## config.mk

```make
export PLATFORM = sky130hd
export DESIGN_NAME = smpc_pad_scan_flat
export DESIGN_NICKNAME = d
export VERILOG_FILES = /design/src/rtl/smpc_pad_scan_if.sv /design/src/rtl/smpc_pad_scan.sv /design/src/flat_wrapper.sv
export SDC_FILE = /design/constraint.sdc
export NUM_CORES = 1
export LEC_CHECK = 0
export CORE_ASPECT_RATIO = 0.9
export CORE_UTILIZATION = 40
export DETAILED_ROUTE_END_ITERATION = 7
export PLACE_DENSITY = 0.79
export SLEW_MARGIN = 0
export SYNTH_ARGS = -nofsm -noshare
export SYNTH_HDL_FRONTEND = slang
export SYNTH_SLANG_ARGS = --single-unit
```

## constraint.sdc

```tcl
create_clock -name CLK -period 2.05 [get_ports CLK]
set_clock_uncertainty 0.15 [all_clocks]
set_input_delay 0.205 -clock CLK [delete_from_list [all_inputs] [get_ports CLK]]
set_output_delay 0.205 -clock CLK [all_outputs]
set_load 0.05 [all_outputs]
```

## src/rtl/smpc_pad_scan_if.sv

```systemverilog
// -----------------------------------------------------------------------------
// smpc_pad_scan_if
// Bundle between the SMPC pad scanner and its surroundings: the command-engine
// side (CE, START, JOY*, PRES*, BUSY, DONE) and the P1/P2 port pins.
//   master : drives CE/START and the pin inputs, observes everything else
//   slave  : the scanner itself
// -----------------------------------------------------------------------------
interface smpc_pad_scan_if;
    logic        CE;
    logic        START;
    logic [6:0]  P1I;
    logic [6:0]  P2I;
    logic [6:0]  P1O;
    logic [6:0]  P2O;
    logic [6:0]  P1OE;
    logic [6:0]  P2OE;
    logic [15:0] JOY1;
    logic [15:0] JOY2;
    logic        PRES1;
    logic        PRES2;
    logic        BUSY;
    logic        DONE;

    modport master (
        output CE, START, P1I, P2I,
        input  P1O, P2O, P1OE, P2OE, JOY1, JOY2, PRES1, PRES2, BUSY, DONE
    );

    modport slave (
        input  CE, START, P1I, P2I,
        output P1O, P2O, P1OE, P2OE, JOY1, JOY2, PRES1, PRES2, BUSY, DONE
    );
endinterface

```

## src/rtl/smpc_pad_scan.sv

```systemverilog
// -----------------------------------------------------------------------------
// smpc_pad_scan
// Saturn digital-pad scanner for both peripheral ports. Steps the TH/TR select
// lines through four codes, samples one data nibble per code after SETTLE CE
// ticks, and commits one active-low 16-bit word plus a presence flag per port.
// Ports:
//   CLK   system clock
//   RST   synchronous, active-high reset
//   bus   smpc_pad_scan_if.slave: CE, START, P1I/P2I pin inputs, P1O/P2O
//         select outputs (TH=[6], TR=[5]), P1OE/P2OE, JOY1/JOY2, PRES1/PRES2,
//         BUSY, DONE
// -----------------------------------------------------------------------------
module smpc_pad_scan #(
    parameter int SETTLE = 2   // 1..255
) (
    input  logic             CLK,
    input  logic             RST,
    smpc_pad_scan_if.slave   bus
);

    typedef enum logic [1:0] {
        ST_IDLE,
        ST_SEL,
        ST_WAIT,
        ST_END
    } state_t;

    state_t          state_q, state_d;
    logic [7:0]      cnt_q, cnt_d;
    logic [1:0]      k_q, k_d;
    logic [1:0]      sel_q, sel_d;        // {TH, TR}
    logic [3:0][3:0] sh1_q, sh1_d;        // shadow nibbles n3..n0, port 1
    logic [3:0][3:0] sh2_q, sh2_d;        // shadow nibbles n3..n0, port 2
    logic [15:0]     joy1_q, joy1_d;
    logic [15:0]     joy2_q, joy2_d;
    logic            pres1_q, pres1_d;
    logic            pres2_q, pres2_d;
    logic            busy_q, busy_d;
    logic            done_q, done_d;

    // Only D3..D0 carry pad data; the upper pin inputs are deliberately ignored.
    logic unused_pins;
    assign unused_pins = ^{bus.P1I[6:4], bus.P2I[6:4]};

    function automatic logic [1:0] sel_code(input logic [1:0] k);
        case (k)
            2'd0:    return 2'b00;
            2'd1:    return 2'b10;
            2'd2:    return 2'b01;
            default: return 2'b11;
        endcase
    endfunction

    // A digital pad identifies itself with 3'b100 in the low bits of n3.
    function automatic logic pad_present(input logic [3:0][3:0] n);
        return n[3][2:0] == 3'b100;
    endfunction

    function automatic logic [15:0] pad_word(input logic [3:0][3:0] n);
        return pad_present(n) ? {n[2], n[1], n[0], n[3]} : 16'hFFFF;
    endfunction

    always_comb begin
        // NOTE: every signal gets its hold value first so no path through the
        // case leaves one unassigned, which would otherwise infer a latch.
        state_d = state_q;
        cnt_d   = cnt_q;
        k_d     = k_q;
        sel_d   = sel_q;
        sh1_d   = sh1_q;
        sh2_d   = sh2_q;
        joy1_d  = joy1_q;
        joy2_d  = joy2_q;
        pres1_d = pres1_q;
        pres2_d = pres2_q;
        busy_d  = busy_q;
        done_d  = 1'b0;                   // DONE lasts exactly one CLK cycle

        if (bus.CE) begin
            case (state_q)
                ST_IDLE: begin
                    if (bus.START) begin
                        k_d     = 2'd0;
                        busy_d  = 1'b1;
                        state_d = ST_SEL;
                    end
                end
                ST_SEL: begin
                    sel_d   = sel_code(k_q);
                    cnt_d   = 8'(SETTLE);
                    state_d = ST_WAIT;
                end
                ST_WAIT: begin
                    if (cnt_q != 8'd0) begin
                        cnt_d = cnt_q - 8'd1;
                    end else begin
                        sh1_d[k_q] = bus.P1I[3:0];
                        sh2_d[k_q] = bus.P2I[3:0];
                        if (k_q == 2'd3) begin
                            state_d = ST_END;
                        end else begin
                            k_d     = k_q + 2'd1;
                            state_d = ST_SEL;
                        end
                    end
                end
                default: begin            // ST_END
                    joy1_d  = pad_word(sh1_q);
                    joy2_d  = pad_word(sh2_q);
                    pres1_d = pad_present(sh1_q);
                    pres2_d = pad_present(sh2_q);
                    done_d  = 1'b1;
                    busy_d  = 1'b0;
                    sel_d   = 2'b11;
                    state_d = ST_IDLE;
                end
            endcase
        end
    end

    always_ff @(posedge CLK) begin
        if (RST) begin
            // NOTE: the shadow nibbles are a tiny register file, but they are
            // reset anyway so a scan cut short by RST leaves no stale data.
            state_q <= ST_IDLE;
            cnt_q   <= 8'd0;
            k_q     <= 2'd0;
            sel_q   <= 2'b11;
            sh1_q   <= '1;
            sh2_q   <= '1;
            joy1_q  <= 16'hFFFF;
            joy2_q  <= 16'hFFFF;
            pres1_q <= 1'b0;
            pres2_q <= 1'b0;
            busy_q  <= 1'b0;
            done_q  <= 1'b0;
        end else begin
            // NOTE: non-blocking assignments so every flop samples the values
            // from before this edge, independent of statement order.
            state_q <= state_d;
            cnt_q   <= cnt_d;
            k_q     <= k_d;
            sel_q   <= sel_d;
            sh1_q   <= sh1_d;
            sh2_q   <= sh2_d;
            joy1_q  <= joy1_d;
            joy2_q  <= joy2_d;
            pres1_q <= pres1_d;
            pres2_q <= pres2_d;
            busy_q  <= busy_d;
            done_q  <= done_d;
        end
    end

    assign bus.P1O   = {sel_q, 5'b0};
    assign bus.P2O   = {sel_q, 5'b0};
    assign bus.P1OE  = 7'h60;
    assign bus.P2OE  = 7'h60;
    assign bus.JOY1  = joy1_q;
    assign bus.JOY2  = joy2_q;
    assign bus.PRES1 = pres1_q;
    assign bus.PRES2 = pres2_q;
    assign bus.BUSY  = busy_q;
    assign bus.DONE  = done_q;

endmodule

```

## src/flat_wrapper.sv

```systemverilog
// flat-port wrapper written by rule: the top's interface ports become plain ports
module smpc_pad_scan_flat 
#(
    parameter int SETTLE = 2            
)
  (CLK, RST, bus_CE, bus_START, bus_P1I, bus_P2I, bus_P1O, bus_P2O, bus_P1OE, bus_P2OE, bus_JOY1, bus_JOY2, bus_PRES1, bus_PRES2, bus_BUSY, bus_DONE);
  smpc_pad_scan_if bus_i ();
  input  logic CLK;
  input  logic RST;
  input wire logic [$bits(bus_i.CE)-1:0] bus_CE;
  input wire logic [$bits(bus_i.START)-1:0] bus_START;
  input wire logic [$bits(bus_i.P1I)-1:0] bus_P1I;
  input wire logic [$bits(bus_i.P2I)-1:0] bus_P2I;
  output wire logic [$bits(bus_i.P1O)-1:0] bus_P1O;
  output wire logic [$bits(bus_i.P2O)-1:0] bus_P2O;
  output wire logic [$bits(bus_i.P1OE)-1:0] bus_P1OE;
  output wire logic [$bits(bus_i.P2OE)-1:0] bus_P2OE;
  output wire logic [$bits(bus_i.JOY1)-1:0] bus_JOY1;
  output wire logic [$bits(bus_i.JOY2)-1:0] bus_JOY2;
  output wire logic [$bits(bus_i.PRES1)-1:0] bus_PRES1;
  output wire logic [$bits(bus_i.PRES2)-1:0] bus_PRES2;
  output wire logic [$bits(bus_i.BUSY)-1:0] bus_BUSY;
  output wire logic [$bits(bus_i.DONE)-1:0] bus_DONE;
  assign bus_i.CE = bus_CE;
  assign bus_i.START = bus_START;
  assign bus_i.P1I = bus_P1I;
  assign bus_i.P2I = bus_P2I;
  assign bus_P1O = bus_i.P1O;
  assign bus_P2O = bus_i.P2O;
  assign bus_P1OE = bus_i.P1OE;
  assign bus_P2OE = bus_i.P2OE;
  assign bus_JOY1 = bus_i.JOY1;
  assign bus_JOY2 = bus_i.JOY2;
  assign bus_PRES1 = bus_i.PRES1;
  assign bus_PRES2 = bus_i.PRES2;
  assign bus_BUSY = bus_i.BUSY;
  assign bus_DONE = bus_i.DONE;
  smpc_pad_scan #(.SETTLE(SETTLE)) u_core (.CLK(CLK), .RST(RST), .bus(bus_i));
endmodule
```

==> Word level (Yosys, flattened, before mapping) <==
Cells that the tools add are included.
{ "totals": {"elab_cells": 76, "register_bits": 82, "in_bits": 18, "output_inout_bits": 64} }
{ "op_classes": {"n_bitwise": 5, "add_sub_neg": 2, "n_eq_ne": 11, "reduce_logical": 17, "muxes": 21, "magnitude_cmp": 2} }
{ "ops": {"columns": ["operator", "count"], "rows": [
  ["16-bit bitwise mux", 2],
  ["16-bit 2-to-1 mux", 2],
  ["8-bit case mux with 2 select lines", 1],
  ["2-bit 2-to-1 mux", 6],
  ["2-bit case mux with 3 select lines", 2],
  ["3-bit AND reduction", 4],
  ["4-bit demux with 2-bit select", 1],
  ["8-bit 2-to-1 mux", 1],
  ["2-bit case mux with 2 select lines", 2],
  ["8-bit nonzero test", 1],
  ["8-bit by 1-bit subtractor with 8-bit output (second input constant)", 1],
  ["2-bit == test (second input constant)", 3],
  ["3-bit == test (second input constant)", 2],
  ["2-bit inequality test (second input constant)", 3],
  ["2-bit OR reduction", 3],
  ["1-bit inverter", 5],
  ["5-bit AND reduction", 1],
  ["2-bit by 1-bit == test with 1-bit output (second input constant)", 2],
  ["2-bit logical NOT", 2],
  ["4-bit 2-to-1 mux", 1],
  ["2-bit AND reduction", 2],
  ["2-bit nonzero test", 2],
  ["2-bit by 3-bit less-than comparator with 1-bit output (second input constant)", 1],
  ["3-bit OR reduction", 1],
  ["other kinds (6)", 7]
]} }

==> Depth between registers and ports, before layout <==
{ "logic_depth": {"word_depth": 5, "mapped_depth": 7, "mapped_depth_nobuf": 6} }

==> Worst setup path after synthesis <==
Ideal clock, no wire load.
{ "synth_timing": {"path_type": "reg-to-reg", "start": "register u_core.cnt_q[0]", "end": "register u_core.sh2_q[7] in the netlist's numbering", "path_buffers": 1, "path_stages_with_launch": 8, "setup_time_ps": 70, "path_slack_ps": 124, "period_less_slack_ps": 1926, "t_required_ps": 1830, "arrival_ps": 1707, "path_cell_list": "dfxtp_1 -> inv_1 -> ha_1 -> or3b_2 -> nor4_4 -> buf_6 -> nor3_1 -> a21oi_1"} }
{ "synth_between": {"elab_chain_len": 3} }
{ "synth_lines": {"columns": ["element", "line_no", "rtl"], "rows": [
  ["from (decl)", "smpc_pad_scan.sv:29", "logic [7:0] cnt_q, cnt_d;"],
  ["from (signal assigned)", "smpc_pad_scan.sv:141", "cnt_q <= cnt_d;"],
  ["8-bit nonzero test", "smpc_pad_scan.sv:94", "if (cnt_q != 8'd0) begin"],
  ["1-bit inverter (no line)", null, null],
  ["3-bit AND reduction (no line)", null, null],
  ["to (signal assigned)", "smpc_pad_scan.sv:130", "sh2_q <= '1;"],
  ["to (signal assigned)", "smpc_pad_scan.sv:145", "sh2_q <= sh2_d;"],
  ["to (decl)", "smpc_pad_scan.sv:33", "logic [3:0][3:0] sh2_q, sh2_d;"]
]} }
No other way between the ends.
A chain may end at the register's enable or synchronous reset.

==> Worst setup path after layout <==
{ "layout_timing": {"start": "register u_core.state_q[1]", "end": "register u_core.cnt_q[3]"} }
{ "layout_between": {"elab_chain_len": 3, "word_cells_on_any_way": 6, "classes_between": "3 x eq/ne; 1 x mux; 2 x reduce/logical"} }
{ "layout_lines": {"columns": ["element", "line_no", "rtl"], "rows": [
  ["from (decl)", "smpc_pad_scan.sv:28", "state_t state_q, state_d;"],
  ["from (signal assigned)", "smpc_pad_scan.sv:140", "state_q <= state_d;"],
  ["2-bit == test or 2-bit by 1-bit == test with 1-bit output (tied branches)", null, null],
  ["2-bit by 1-bit inequality test with 1-bit output (no line) or 2-bit nonzero test (tied branches)", null, null],
  ["3-bit AND reduction (no line)", null, null]
]} }
Several ways; a longest one is shown, not always the timed one.

==> summary by stage <==
Worst setup path
The critical path goes through ha_2 > o21ai_0 > a311o_1 > or3_2 > a21oi_1. Setup slack on the worst reg-to-reg path comes out at 0.07 ns. The startpoint of the lowest-slack register-to-register path is u_core.state_q[1].

The worst register-to-register path ends at u_core.cnt_q[3]. Data on the critical path is required at its endpoint by 2.18 ns. The critical path is of the reg -> reg type. The highest fanout seen on the critical path is 8. The depth of the worst register-to-register path is 5.

At the worst endpoint, the arrival time is 2.11 ns. STA classifies the critical path startpoint as a register. The maximum cell stage delay along the critical path is 0.42 ns. The slowest library cell on the worst path is sky130_fd_sc_hd__or3_2.

The endpoint kind of the worst setup timing path is a register.

Clocking
CTS placed an instance of sky130_fd_sc_hd__clkbuf_8 at the clock tree root. The TritonCTS clock tree is built. The total setup buffers inserted after CTS is 0. The worst-skew pair later-pin latency is 0.35 ns. After clock tree synthesis, the clock-pin slew on the worst setup and hold paths is 0.08 ns. Hold repair after CTS inserted 0 buffers. In this run, CTS created clock tree buffers numbering 9. The CTS sink count is 82. The maximum buffer depth of the clock tree is 2. CTS built an H-tree with a depth of 3.

Route
The number of vias per cell is 5.160. The routed wire length is 7413 um. The iteration-0 DRC count of the detailed router is 110. Dividing the detail-routed wire length by the instance count gives 13.80 um. In this run the remaining antenna-violating nets after routing total 0.

The detailed-router iteration count before antenna repair is 4. The via count of the routed design is 2771. After detailed routing, the number of remaining DRC violations is 0.

Place
The worst slack at placement is -0.1400 ns. The wire-length estimate of the detail-placed layout is 5118 um. Port buffering added 51 buffers. The congestion estimate from routability-driven global placement came to 0.7681.

Final layout
Counting the fill cells in the layout gives 754. The area added between synthesis and finish is 25.33%. The fraction of final layout cells with drive strength greater than 1 is 13.93%. 0 antenna diodes ended up in the layout. At the end of the flow, the number of nets in the layout was 461.

Global route
The total overflow reported by the global router is 0. Entering global routing, the biggest net connects 32 pins. For met3 alone, demand over resource in global routing was 5.551%. The global-route met2 utilization is 27.46%. The number of global-route vias before repair is 2520. The total routing usage reported by global routing is 17.31%.

The most utilized layer in the global route result is met2. The met1 track demand over resource in global routing is 23.28%. The wire length of the first global-routing pass is 11960 um.

The initial antenna violation count came to 0.

Synthesis
Summing the areas of all fa, ha and maj instances in the mapped netlist gives 3.715% of the synthesized area. The synthesized netlist devotes 0.5201% of its cell area to XOR and XNOR gates. Yosys mapped a number of flops with a built-in enable equal to 0. After synthesis the netlist holds a flip-flop and latch count of 82. The post-synthesis area per instance is 9.103 um2. The simple-gate portion of the synthesized area is 19.24%. In the synthesized netlist, the number of instances is 370.

For this run, the leading register cell type out of synthesis is sky130_fd_sc_hd__dfxtp_1. The top cell type's share of synthesized area is 48.74%. The most repeated cell in the gate-level netlist after synthesis is sky130_fd_sc_hd__dfxtp_1. The library cell occupying the most area in the post-synthesis netlist is sky130_fd_sc_hd__dfxtp_1. The proportion of synthesized area in mux cells is 0.2972%.

The share of the synthesized area in compound gates (AO/OA/AOI/OAI) is 16.05%. In this run the cell area of the synthesized design comes to 3368 um2. Sequential elements use 48.74% of the synthesized area. In the synthesized netlist, the cells that appear most often are 82 x sky130_fd_sc_hd__dfxtp_1, 44 x sky130_fd_sc_hd__a21oi_1, 35 x sky130_fd_sc_hd__nand2_1, 32 x sky130_fd_sc_hd__nor3_1, 28 x sky130_fd_sc_hd__buf_4.

By area the synthesized netlist is led by sky130_fd_sc_hd__dfxtp_1 49%, sky130_fd_sc_hd__a21oi_1 6.5%, sky130_fd_sc_hd__buf_4 6.2%. The fraction of registers with async set or reset after synthesis is 0%. During synthesis, Yosys emitted a total of 0 warnings. The main combinational cell family by area after synthesis is simple AND/OR/NAND/NOR gates.

The netlist uses 42 different library cells.

Floorplanning
Once the floorplan was initialized, standard cells occupied 41.55% of the core. The core region is 8107 um2. 82 I/O pins were placed. The horizontal die dimension is 98.73 um. The number of rows in the core area is 31.

The die outline height is 89.06 um. The total die area is 8792 um2.

Timing
Of the available clock period, the critical path in the final layout requires 96.49%. The final critical path time including I/O delays and setup is 1.978 ns. The fmax is 505.5 MHz. For the pin with the worst max-slew slack, the measured transition is 0.4854 ns. The final setup slack of the worst path is 0.07191 ns. Setup repair after global routing could not meet its margin everywhere. The post-route worst hold slack is 0.1574 ns. The count of final hold-check violations is 0. Setup violations remaining at the end of the flow were counted as 0. The count of pins over their slew limit came to 0. The max-slew headroom at the worst pin is 66.80%.

Pwr
Summing internal, switching and leakage power gives 3.570 mW. In this run, the combinational gates consume 17.4% of the power. In this run switching power makes up 28.40% of total power. Sequential cells account for 47.1% of the total power.

For this design the total switching power over the nets is 1.014 mW. The leakage power summed over all cells is 1.556 nW. Power spread over the standard cell area amounts to 845.7 nW/um2.

The worst-case IR drop observed on VDD is 468.1 uV. The internal portion of total power is 2.556 mW. The clock power share is 35.6%.

Worst hold path
The number of cells on the worst hold path is 2. The terminating pin of the worst hold path is u_core.bus.DONE. The class of the worst hold path is in -> reg. The startpoint identified for the worst hold timing path is RST.

Job
The tool flagged a number of max-cap violations equal to 0.

Outcome
The flow ran to the end, and the final reports show no timing, DRC or antenna violations.
## registers in the layout, indices dropped and copies added, names as in the netlist
name	cells
u_core.bus.BUSY	1
u_core.bus.DONE	1
u_core.bus.JOY1	16
u_core.bus.JOY2	16
u_core.bus.PRES1	1
u_core.bus.PRES2	1
u_core.cnt_q	8
u_core.k_q	2
u_core.sel_q	2
u_core.sh1_q	16
u_core.sh2_q	16
u_core.state_q	2
## critical path, delay by kind of cell, from the launching register on
family	cells	cell delay, ns
AOI/OAI and AO/OA	3	0.67
and+or+nand+nor	1	0.42
DFF	1	0.39
adders and majority gates	1	0.28
## cell families (layout without fill, tap and decap cells)
family	after synthesis	after routing
simple gates	117	117
mux	1	1
xor+xnor	2	2
other cells	2	24
compound gates	95	95
buf+inv	61	107
fa+ha+maj	10	10
flops	82	82
## power by group through the flow
stage          Sequential (mW)  Combinational (mW)  Clock (mW)
3_5_place_dp              1.71               0.593           0
6_report                  1.68               0.620        1.27
2_1_floorplan             1.72               0.480           0
5_1_grt                   1.69               0.684        1.36
3_3_place_gp              1.71               0.578           0
4_1_cts                   1.68               0.600        1.29
## worst max-delay path by stage
stage	startpoint	endpoint	slack (ns)	cells past startpoint
after floorplan	u_core.cnt_q[0]	u_core.sh2_q[7]	0.12	7
after global placement	bus_CE	u_core.sh2_q[0]	-0.08	7
after detailed placement	bus_CE	u_core.sh2_q[0]	-0.14	7
after CTS	u_core.cnt_q[0]	u_core.cnt_q[3]	0.02	6
after global routing	u_core.cnt_q[0]	u_core.cnt_q[3]	-0.04	6
final	u_core.state_q[1]	u_core.cnt_q[3]	0.07	5
## per-layer routing
| layer | vias up | wire length [um] |
|---|---|---|
| li1 | 1383 | - |
| met1 | 1326 | 3507 |
| met2 | 57 | 3555 |
| met3 | 5 | 306 |
| met4 | 0 | 44 |
| met5 | - | 0 |
## through the flow
step	util (%)	cell area [um2]	setup TNS [ns]	cells
3_3_place_gp	48.93	3966	-1.353	521
6_report	52.08	4222	0	537
4_1_cts	51.71	4192	0	537
5_1_grt	52.08	4222	-0.08917	537
3_5_place_dp	48.93	3966	-3.172	521
2_1_floorplan	-	3451	0	392
## layout by cell type, fill, tap and decap left out, types with 3 or more instances in the layout
cell                               n
sky130_fd_sc_hd__clkdlybuf4s50_1  50
sky130_fd_sc_hd__nand3_1           4
sky130_fd_sc_hd__dfxtp_1          79
sky130_fd_sc_hd__nor2_1           19
sky130_fd_sc_hd__conb_1           24
sky130_fd_sc_hd__nor3_1           32
sky130_fd_sc_hd__o21ai_0          14
sky130_fd_sc_hd__clkbuf_8          9
sky130_fd_sc_hd__inv_1            12
sky130_fd_sc_hd__nand2_1          35
sky130_fd_sc_hd__ha_1              8
sky130_fd_sc_hd__a21oi_1          44
sky130_fd_sc_hd__buf_4            25
sky130_fd_sc_hd__or4_1             4
sky130_fd_sc_hd__o22ai_1          26
sky130_fd_sc_hd__or3_1             4
sky130_fd_sc_hd__dfxtp_2           3
sky130_fd_sc_hd__nor4_4            4
## what timing repair did
item,CTS,global route
endpoints found under the setup margin,4,28
pin swaps,0,0
gates resized for setup,2,9
## layout make-up
class / instances / area [um2] / area share [%]
clock buffer: 10 / 127.6 / 3.023
clock inverter: 6 / 90.09 / 2.134
inverter: 13 / 48.80 / 1.156
multi-input combinational: 249 / 1461 / 34.62
sequential: 82 / 1645 / 38.97
tap: 99 / 123.9 / 2.934
timing repair buffer: 78 / 724.4 / 17.16
No activity file was read; power rests on OpenSTA's default activity.
